File: src/rtl/sr_cmd_sequencer_pkg.sv
// Shared definitions for the s/r command sequencer: FSM state encoding and default timing.
// Benches for the downstream sr_ff stage reuse the default parameter values.
package sr_cmd_sequencer_pkg;

  typedef enum logic [2:0] {
    ST_IDLE     = 3'd0,
    ST_PULSE_S  = 3'd1,
    ST_PULSE_R  = 3'd2,
    ST_CONFLICT = 3'd3,
    ST_WAIT_REL = 3'd4
  } state_t;

  localparam int DEF_DEB_CYCLES = 4;
  localparam int DEF_PULSE_W    = 2;
  localparam int DEF_CNT_W      = 8;

endpackage

File: src/rtl/sr_cmd_sequencer_debounce.sv
// Two-flop synchroniser, debounce counter and one-cycle rise strobe for one raw button.
module sr_cmd_sequencer_debounce #(
  parameter int DEB_CYCLES = 4,
  parameter int CNT_W      = 8
) (
  input  logic clk,
  input  logic rst,
  input  logic i_btn,
  output logic o_deb,
  output logic o_rise
);

  logic             r_sync1;
  logic             r_sync2;
  logic             r_deb;
  logic             r_deb_d;
  logic [CNT_W-1:0] r_cnt;

  always_ff @(posedge clk or posedge rst) begin
    if (rst) begin
      r_sync1 <= 1'b0;
      r_sync2 <= 1'b0;
      r_deb   <= 1'b0;
      r_deb_d <= 1'b0;
      r_cnt   <= '0;
    end else begin
      r_sync1 <= i_btn;
      r_sync2 <= r_sync1;
      r_deb_d <= r_deb;
      if (r_sync2 == r_deb) begin
        r_cnt <= '0;
      end else if (r_cnt == CNT_W'(DEB_CYCLES - 1)) begin
        // this edge is the DEB_CYCLES-th consecutive differing sample
        r_deb <= r_sync2;
        r_cnt <= '0;
      end else begin
        r_cnt <= r_cnt + CNT_W'(1);
      end
    end
  end

  assign o_deb  = r_deb;
  assign o_rise = r_deb & ~r_deb_d;

endmodule

File: src/rtl/sr_cmd_sequencer.sv
// Turns two bouncy operator buttons into clean, mutually exclusive fixed-width s/r pulses.
// Simultaneous or overlapping presses raise a one-cycle err instead of any pulse.
module sr_cmd_sequencer
  import sr_cmd_sequencer_pkg::*;
#(
  parameter int DEB_CYCLES = DEF_DEB_CYCLES,
  parameter int PULSE_W    = DEF_PULSE_W,
  parameter int CNT_W      = DEF_CNT_W
) (
  input  logic             clk,
  input  logic             rst,
  input  logic             set_btn,
  input  logic             clr_btn,
  output logic             s,
  output logic             r,
  output logic             busy,
  output logic             err,
  output logic [CNT_W-1:0] pulse_cnt
);

  logic             w_deb_set;
  logic             w_deb_clr;
  logic             w_rise_set;
  logic             w_rise_clr;
  logic             w_conflict;
  state_t           r_state;
  logic [CNT_W-1:0] r_pw;

  sr_cmd_sequencer_debounce #(.DEB_CYCLES(DEB_CYCLES), .CNT_W(CNT_W)) u_deb_set (
    .clk(clk), .rst(rst), .i_btn(set_btn), .o_deb(w_deb_set), .o_rise(w_rise_set)
  );

  sr_cmd_sequencer_debounce #(.DEB_CYCLES(DEB_CYCLES), .CNT_W(CNT_W)) u_deb_clr (
    .clk(clk), .rst(rst), .i_btn(clr_btn), .o_deb(w_deb_clr), .o_rise(w_rise_clr)
  );

  assign w_conflict = (w_rise_set & (w_rise_clr | w_deb_clr)) | (w_rise_clr & w_deb_set);

  always_ff @(posedge clk or posedge rst) begin
    if (rst) begin
      r_state   <= ST_IDLE;
      r_pw      <= '0;
      s         <= 1'b0;
      r         <= 1'b0;
      busy      <= 1'b0;
      err       <= 1'b0;
      pulse_cnt <= '0;
    end else begin
      case (r_state)
        ST_IDLE: begin
          if (w_conflict) begin
            r_state <= ST_CONFLICT;
            err     <= 1'b1;
            busy    <= 1'b1;
          end else if (w_rise_set || w_rise_clr) begin
            r_state <= w_rise_set ? ST_PULSE_S : ST_PULSE_R;
            s       <= w_rise_set;
            r       <= ~w_rise_set;
            busy    <= 1'b1;
            r_pw    <= CNT_W'(PULSE_W - 1);
            if (pulse_cnt != '1) pulse_cnt <= pulse_cnt + CNT_W'(1);
          end
        end
        ST_PULSE_S, ST_PULSE_R: begin
          if (r_pw == '0) begin
            r_state <= ST_WAIT_REL;
            s       <= 1'b0;
            r       <= 1'b0;
          end else begin
            r_pw <= r_pw - CNT_W'(1);
          end
        end
        ST_CONFLICT: begin
          r_state <= ST_WAIT_REL;
          err     <= 1'b0;
        end
        ST_WAIT_REL: begin
          // held buttons must be released before any new press can count
          if (!w_deb_set && !w_deb_clr) begin
            r_state <= ST_IDLE;
            busy    <= 1'b0;
          end
        end
        default: begin
          r_state <= ST_IDLE;
          s       <= 1'b0;
          r       <= 1'b0;
          err     <= 1'b0;
          busy    <= 1'b0;
        end
      endcase
    end
  end

endmodule

File: config.mk
export PLATFORM = sky130hd
export DESIGN_NAME = sr_cmd_sequencer
export DESIGN_NICKNAME = d
export VERILOG_FILES = /design/src/rtl/sr_cmd_sequencer_pkg.sv /design/src/rtl/sr_cmd_sequencer_debounce.sv /design/src/rtl/sr_cmd_sequencer.sv
export SDC_FILE = /design/constraint.sdc
export NUM_CORES = 1
export LEC_CHECK = 0
export CORE_AREA = 2 2 68 70
export DETAILED_ROUTE_END_ITERATION = 8
export DIE_AREA = 0 0 70 72
export GPL_TIMING_DRIVEN = 0
export MAX_ROUTING_LAYER = met4
export PLACE_DENSITY = 0.72
export SETUP_SLACK_MARGIN = 0.05
export SYNTH_ARGS = -nofsm -noshare
export SYNTH_HDL_FRONTEND = slang
export SYNTH_SLANG_ARGS = --single-unit
File: constraint.sdc
create_clock -name clk -period 3.52 [get_ports clk]
set_clock_uncertainty 0.1 [all_clocks]
set_input_delay 0.704 -clock clk [delete_from_list [all_inputs] [get_ports clk]]
set_output_delay 0.704 -clock clk [all_outputs]
set_load 0.01 [all_outputs]
; ---- Word level (Yosys, flattened, before mapping)
; Index checks and enable logic that the tools add are counted.
[totals]
input_bits = 4
word_cells = 98
reg_bits = 47
out_inout_bits = 12
[op_classes]
n_eq_ne = 16
bitwise = 15
mux = 27
n_addsub = 4
reduce_logical = 19
[op_table]
columns = op, count
row1 = two-way mux 8 bit, 7
row2 = adder 8 x 1 -> 8 bit (second input constant), 3
row3 = equality test 8 x 2 -> 1 bit (second input constant), 2
row4 = one-hot mux 8 bit (2 select lines), 1
row5 = two-way mux 3 bit, 4
row6 = inequality test 2 bit (second input constant), 6
row7 = one-hot mux 3 bit (4 select lines), 1
row8 = AND reduction 4 bit, 3
row9 = two-way mux 1 bit, 9
row10 = inverter 1 bit, 9
row11 = one-hot mux 1 bit (3 select lines), 3
row12 = logical NOT 8 bit, 1
row13 = inequality test 8 bit (second input constant), 1
row14 = subtractor 8 x 1 -> 8 bit (second input constant), 1
row15 = equality test 3 x 2 -> 1 bit (second input constant), 2
row16 = AND reduction 2 bit, 3
row17 = AND reduction 3 bit, 2
row18 = OR reduction 3 bit, 2
row19 = bitwise AND 1 bit, 4
row20 = OR reduction 2 bit, 2
row21 = equality test 3 x 1 -> 1 bit (second input constant), 1
row22 = equality test 3 bit (second input constant), 1
row23 = logical NOT 3 bit, 1
row24 = inequality test 3 bit (second input constant), 1
row25 = other kinds (8), 11

; ---- Logic depth before layout (Yosys ltp)
[logic_depth]
depth_word = 7
mapped_depth = 7
mapped_depth_nobuf = 6

; ---- Cells and area by module
; From an unflattened synthesis, not the netlist that was laid out.
[unflattened]
hier_cells = 222
area_unflattened_um2 = 2332.2
[modules_own_cells]
columns = mod, cells_per_inst, n_inst, seq_area_each_um2, area_per_inst_um2
row1 = sr_cmd_sequencer, 128, 1, 575.6, 1276.2
row2 = sr_cmd_sequencer_debounce, 47, 2, 300.3, 528.0

; ---- Worst setup path after synthesis
; Ideal clock, no wire load.
[synth_timing]
path_type = flip-flop to flip-flop
from = reg r_pw[0]
to = reg r_pw[5]
arrival_ps = 1498
n_path_buf = 1
stages_incl_launch_ff = 8
period_less_slack_ps = 1719
setup_slack_ps = 1801
required_ps = 3298
setup_time_ps = 122
path_cell_list = dfrtp_1 -> inv_1 -> ha_1 -> nor4b_4 -> a211oi_2 -> buf_6 -> o22ai_2 -> a32o_1
[synth_via]
elab_chain_cells = 3
elab_cells_between_ends = 6
classes_between = 1 x add/sub / 1 x eq/ne / 2 x mux / 2 x reduce/logical
[synth_rtl]
columns = element, line_no
row1 = start: declaration, sr_cmd_sequencer.sv:27  ; logic [CNT_W-1:0] r_pw;
row2 = start signal: assignment, sr_cmd_sequencer.sv:60  ; r_pw <= CNT_W'(PULSE_W - 1);
row3 = start signal: assignment, sr_cmd_sequencer.sv:70  ; r_pw <= r_pw - CNT_W'(1);
row4 = subtractor 8 x 1 -> 8 bit / logical NOT 8 bit (equally long branches), "sr_cmd_sequencer.sv:70, sr_cmd_sequencer.sv:65"
row5 = two-way mux 8 bit / inequality test 2 bit (equally long branches), --
row6 = one-hot mux 8 bit (2 select lines) / AND reduction 4 bit (equally long branches), --
; Several ways; a longest one is shown, not always the timed one. The select of a mux whose other input is x is not followed.
; A chain may end at the register's enable or synchronous reset.

; ---- Worst setup path in the final report
[layout_timing]
from = reg pulse_cnt[2]
to = out pulse_cnt[2]
[layout_rtl]
columns = element, line_no
row1 = start: declaration, sr_cmd_sequencer.sv:18  ; output logic [CNT_W-1:0] pulse_cnt
row2 = start signal: assignment, sr_cmd_sequencer.sv:61  ; if (pulse_cnt != '1) pulse_cnt <= pulse_cnt + CNT_W'(1);
; No word-level cell between the ends.

==> metrics.csv <==
stage,metric,value,unit
outcome,outcome,"complete, no violations",
clocking,numCtsBuffers,5,
placed_design,hpwl,2830,um
clocking,cts_tree,yes,
finish,final_cell_mix,"47 x dfrtp_1, 20 x nor2_1, 18 x xor2_1, 16 x nand3_1, 15 x clkdlybuf4s50_1",
detailed_routing,wl_met1,2010,um
sta,max_slew_margin,0.649,
placed_design,place.gp.congestion,0.802,
clocking,numClockSinks,47,
sta,setup_tns,0,ns
pwr,netSwitchingPower,0.000858,W
finish,final_common_cell,dfrtp_1,
synthesis,synthCells,210,
hold_path,hold_depth,0,
pwr,combPwrFrac,0.449,
pwr,cellPowerDensity,811,nW/um^2
synthesis,synth_area,2320,um^2
clocking,htreeDepth,2,
critical_path,critPathCaptureType,primary output,
critical_path,crit_type,reg2out,
detailed_routing,viasPerCell,5.57,
hold_path,hp-start,u_deb_set.r_sync1,
pwr,clkPwrFrac,0.159,
synthesis,yosys-top-cells-area,"dfrtp_1 51%, xor2_1 6.8%, nand3_1 3.5%, nor2_1 3.2%, ha_1 2.7%",
synthesis,synthArstFlopShare,1.00,
finish,multi_input_area,1040,um^2
critical_path,crit_buf_inv,1,
finish,drive_gt1_frac,0.137,
detailed_routing,first_iter_violations,82,
finish,register_area,1180,um^2
clocking,root_buffer,clkbuf_8,
clocking,clkLatencyLatePin,0.30,ns
pwr,p_seq_frac,0.391,
detailed_routing,wl_per_cell,14.6,um
clocking,cts-hold-fix-buffers,0,
detailed_routing,route.met3.wl,126,um
critical_path,worst-path-max-fanout,6,
sta,rsz0062_at_grt,no,
global_route,grt_pass1_vias,1556,
sta,finalHoldViolations,0,
synthesis,syn_nets,219,
pwr,vdd_drop_max,388,uV
pwr,internal_power,0.00129,W
sta,setup_viol,0,
finish,fin_nets,242,
synthesis,synth-seq-area-share,0.508,
critical_path,crit_chain,clkdlybuf4s50_1,
floorplan,io_pins,16,
job,cap_violations,0,
synthesis,ys.flop_type,dfrtp_1,
floorplan,dieArea,5040,um^2
detailed_routing,vias,1593,
synthesis,synth.largest_area_cell,dfrtp_1,
pwr,leakage,1.18,nW
sta,post-route-period-util,0.609,
global_route,grt_pass1_wl,7320,um
critical_path,r2r_cells,7,
clocking,cts_max_path_buffers,2,
detailed_routing,wl_met2,1980,um
detailed_routing,drtPass1Iterations,4,
sta,hold_slack,0.256,ns
synthesis,ys_ff_latch,47,
critical_path,r2r_end,r_pw[5],
detailed_routing,antenna_left,0,
sta,post-route-min-period,2.15,ns
critical_path,critPathSlowestCell,clkdlybuf4s50_1,
critical_path,cp.required,2.72,ns
critical_path,max_stage_delay,0.58,ns
finish,diodes,0,
finish,stdcell_count,286,
synthesis,synth-edff-count,0,
sta,slew_violations,0,
synthesis,yosysWarnings,0,
finish,syn2layout_area_growth,14.3,%
clocking,post_cts_buffers,0,
hold_path,hold_path_end,u_deb_set.r_sync2,
critical_path,r2r_slack,1.65,ns
detailed_routing,top_layer,met4,
global_route,grt_start_max_net_pins,36,
critical_path,startpoint_type,flop,
clocking,path_clk_slew,0.08,ns
detailed_routing,wirelength,4170,um
synthesis,yosys.area.top_type_share,0.508,
critical_path,cp.arrival,1.34,ns
placed_design,placedCellCount,278,
floorplan,initial_core_util,0.543,
synthesis,avgSynthCellArea,11.0,um^2
sta,tightest_slew,0.522,ns
synthesis,synth_cell_type_count,49,
sta,fmax,0.466,GHz
pwr,p_sw_frac,0.400,
global_route,grt_overflow,0,
critical_path,regToRegStartpoint,r_pw[0],
finish,fillers,364,
floorplan,core_area,4260,um^2
hold_path,hold_class,reg2reg,
detailed_routing,drc,0,
floorplan,die_h,72,um
floorplan,die_w,70,um
critical_path,cp_top_family,buffers and inverters,
clocking,cts-resized-gates,0,
global_route,antenna_found_initial,0,
global_route,grt.total_usage,0.188,
floorplan,rows,24,
placed_design,io_buffers,15,
-- per-layer routing --
layer  vias up  track usage
met5         -            -
met4         0       0.0812
met3         7       0.0319
met2        32        0.292
met1       770        0.246
li1        784            -
-- how the worst max path moves through the flow --
stage	startpoint	end	slack, ns	cells past startpoint
2_1_floorplan	rst	busy	1.60	1
3_3_place_gp	rst	u_deb_clr.r_sync2	0.69	2
3_5_place_dp	r_pw[0]	r_pw[5]	1.66	7
4_1_cts	pulse_cnt[2]	pulse_cnt[2]	1.35	1
5_1_grt	pulse_cnt[2]	pulse_cnt[2]	1.32	1
6_report	pulse_cnt[2]	pulse_cnt[2]	1.37	1
-- power groups by stage --
| stage | clock network [W] | logic, W | registers, W |
|---|---|---|---|
| 6_report | 0.000342 | 0.000964 | 0.000840 |
| 3_5_place_dp | 0 | 0.000957 | 0.000848 |
| 4_1_cts | 0.000349 | 0.000964 | 0.000841 |
| 5_1_grt | 0.000367 | 0.00107 | 0.000864 |
| 3_3_place_gp | 0 | 0.000931 | 0.000845 |
| 2_1_floorplan | 0 | 0.000696 | 0.000839 |
-- synth_stat cells, types with 4 or more instances --
cell type,n
dfrtp_1,47
nor2_1,20
xor2_1,18
nand3_1,16
inv_1,12
nand2_1,11
a21oi_1,8
and3_1,5
ha_1,5
o22ai_1,5
nor3_2,4
o21ai_0,4
-- kinds of logic (layout without fill, tap and decap cells) --
group / count (synthesis) / count (layout) / share of synthesized area
AO/OA/AOI/OAI: 39 / 39 / 0.129
XOR/XNOR: 22 / 22 / 0.0864
adder cells (fa/ha/maj): 5 / 5 / 0.0270
buffers and inverters: 19 / 43 / 0.0427
flip-flops: 47 / 47 / 0.508
multiplexers: 3 / 3 / 0.0146
AND/OR/NAND/NOR: 75 / 75 / 0.193
-- layout make-up --
class	count	share of cell area
inverter	12	0.0170
sequential	47	0.444
buffer	7	0.0203
timing repair buffer	16	0.0643
tap	52	0.0246
multi-input combinational	144	0.394
clock inverter	1	0.00331
clock buffer	7	0.0326
-- flip-flops by register name (all words and copies together), names as in the netlist --
name,count
u_deb_clr.r_cnt,8
u_deb_set.r_deb_d,1
err,1
u_deb_clr.r_sync2,1
u_deb_set.r_sync1,1
u_deb_set.r_cnt,8
r,1
busy,1
r_state,3
u_deb_clr.r_deb_d,1
pulse_cnt,8
s,1
r_pw,8
u_deb_clr.r_sync1,1
u_deb_clr.o_deb,1
u_deb_set.r_sync2,1
u_deb_set.o_deb,1
-- through the flow --
step	instance area (um^2)	setup WS (ns)	total power (W)	util
global route	2650	1.32	0.00230	0.621
CTS	2650	1.35	0.00215	0.621
detailed placement	2550	1.66	0.00180	0.599
floorplan	2320	1.60	0.00154	-
global placement	2530	0.686	0.00178	0.594
finish	2650	1.37	0.00215	0.621
Note: power is estimated with default switching activity, not from simulation.
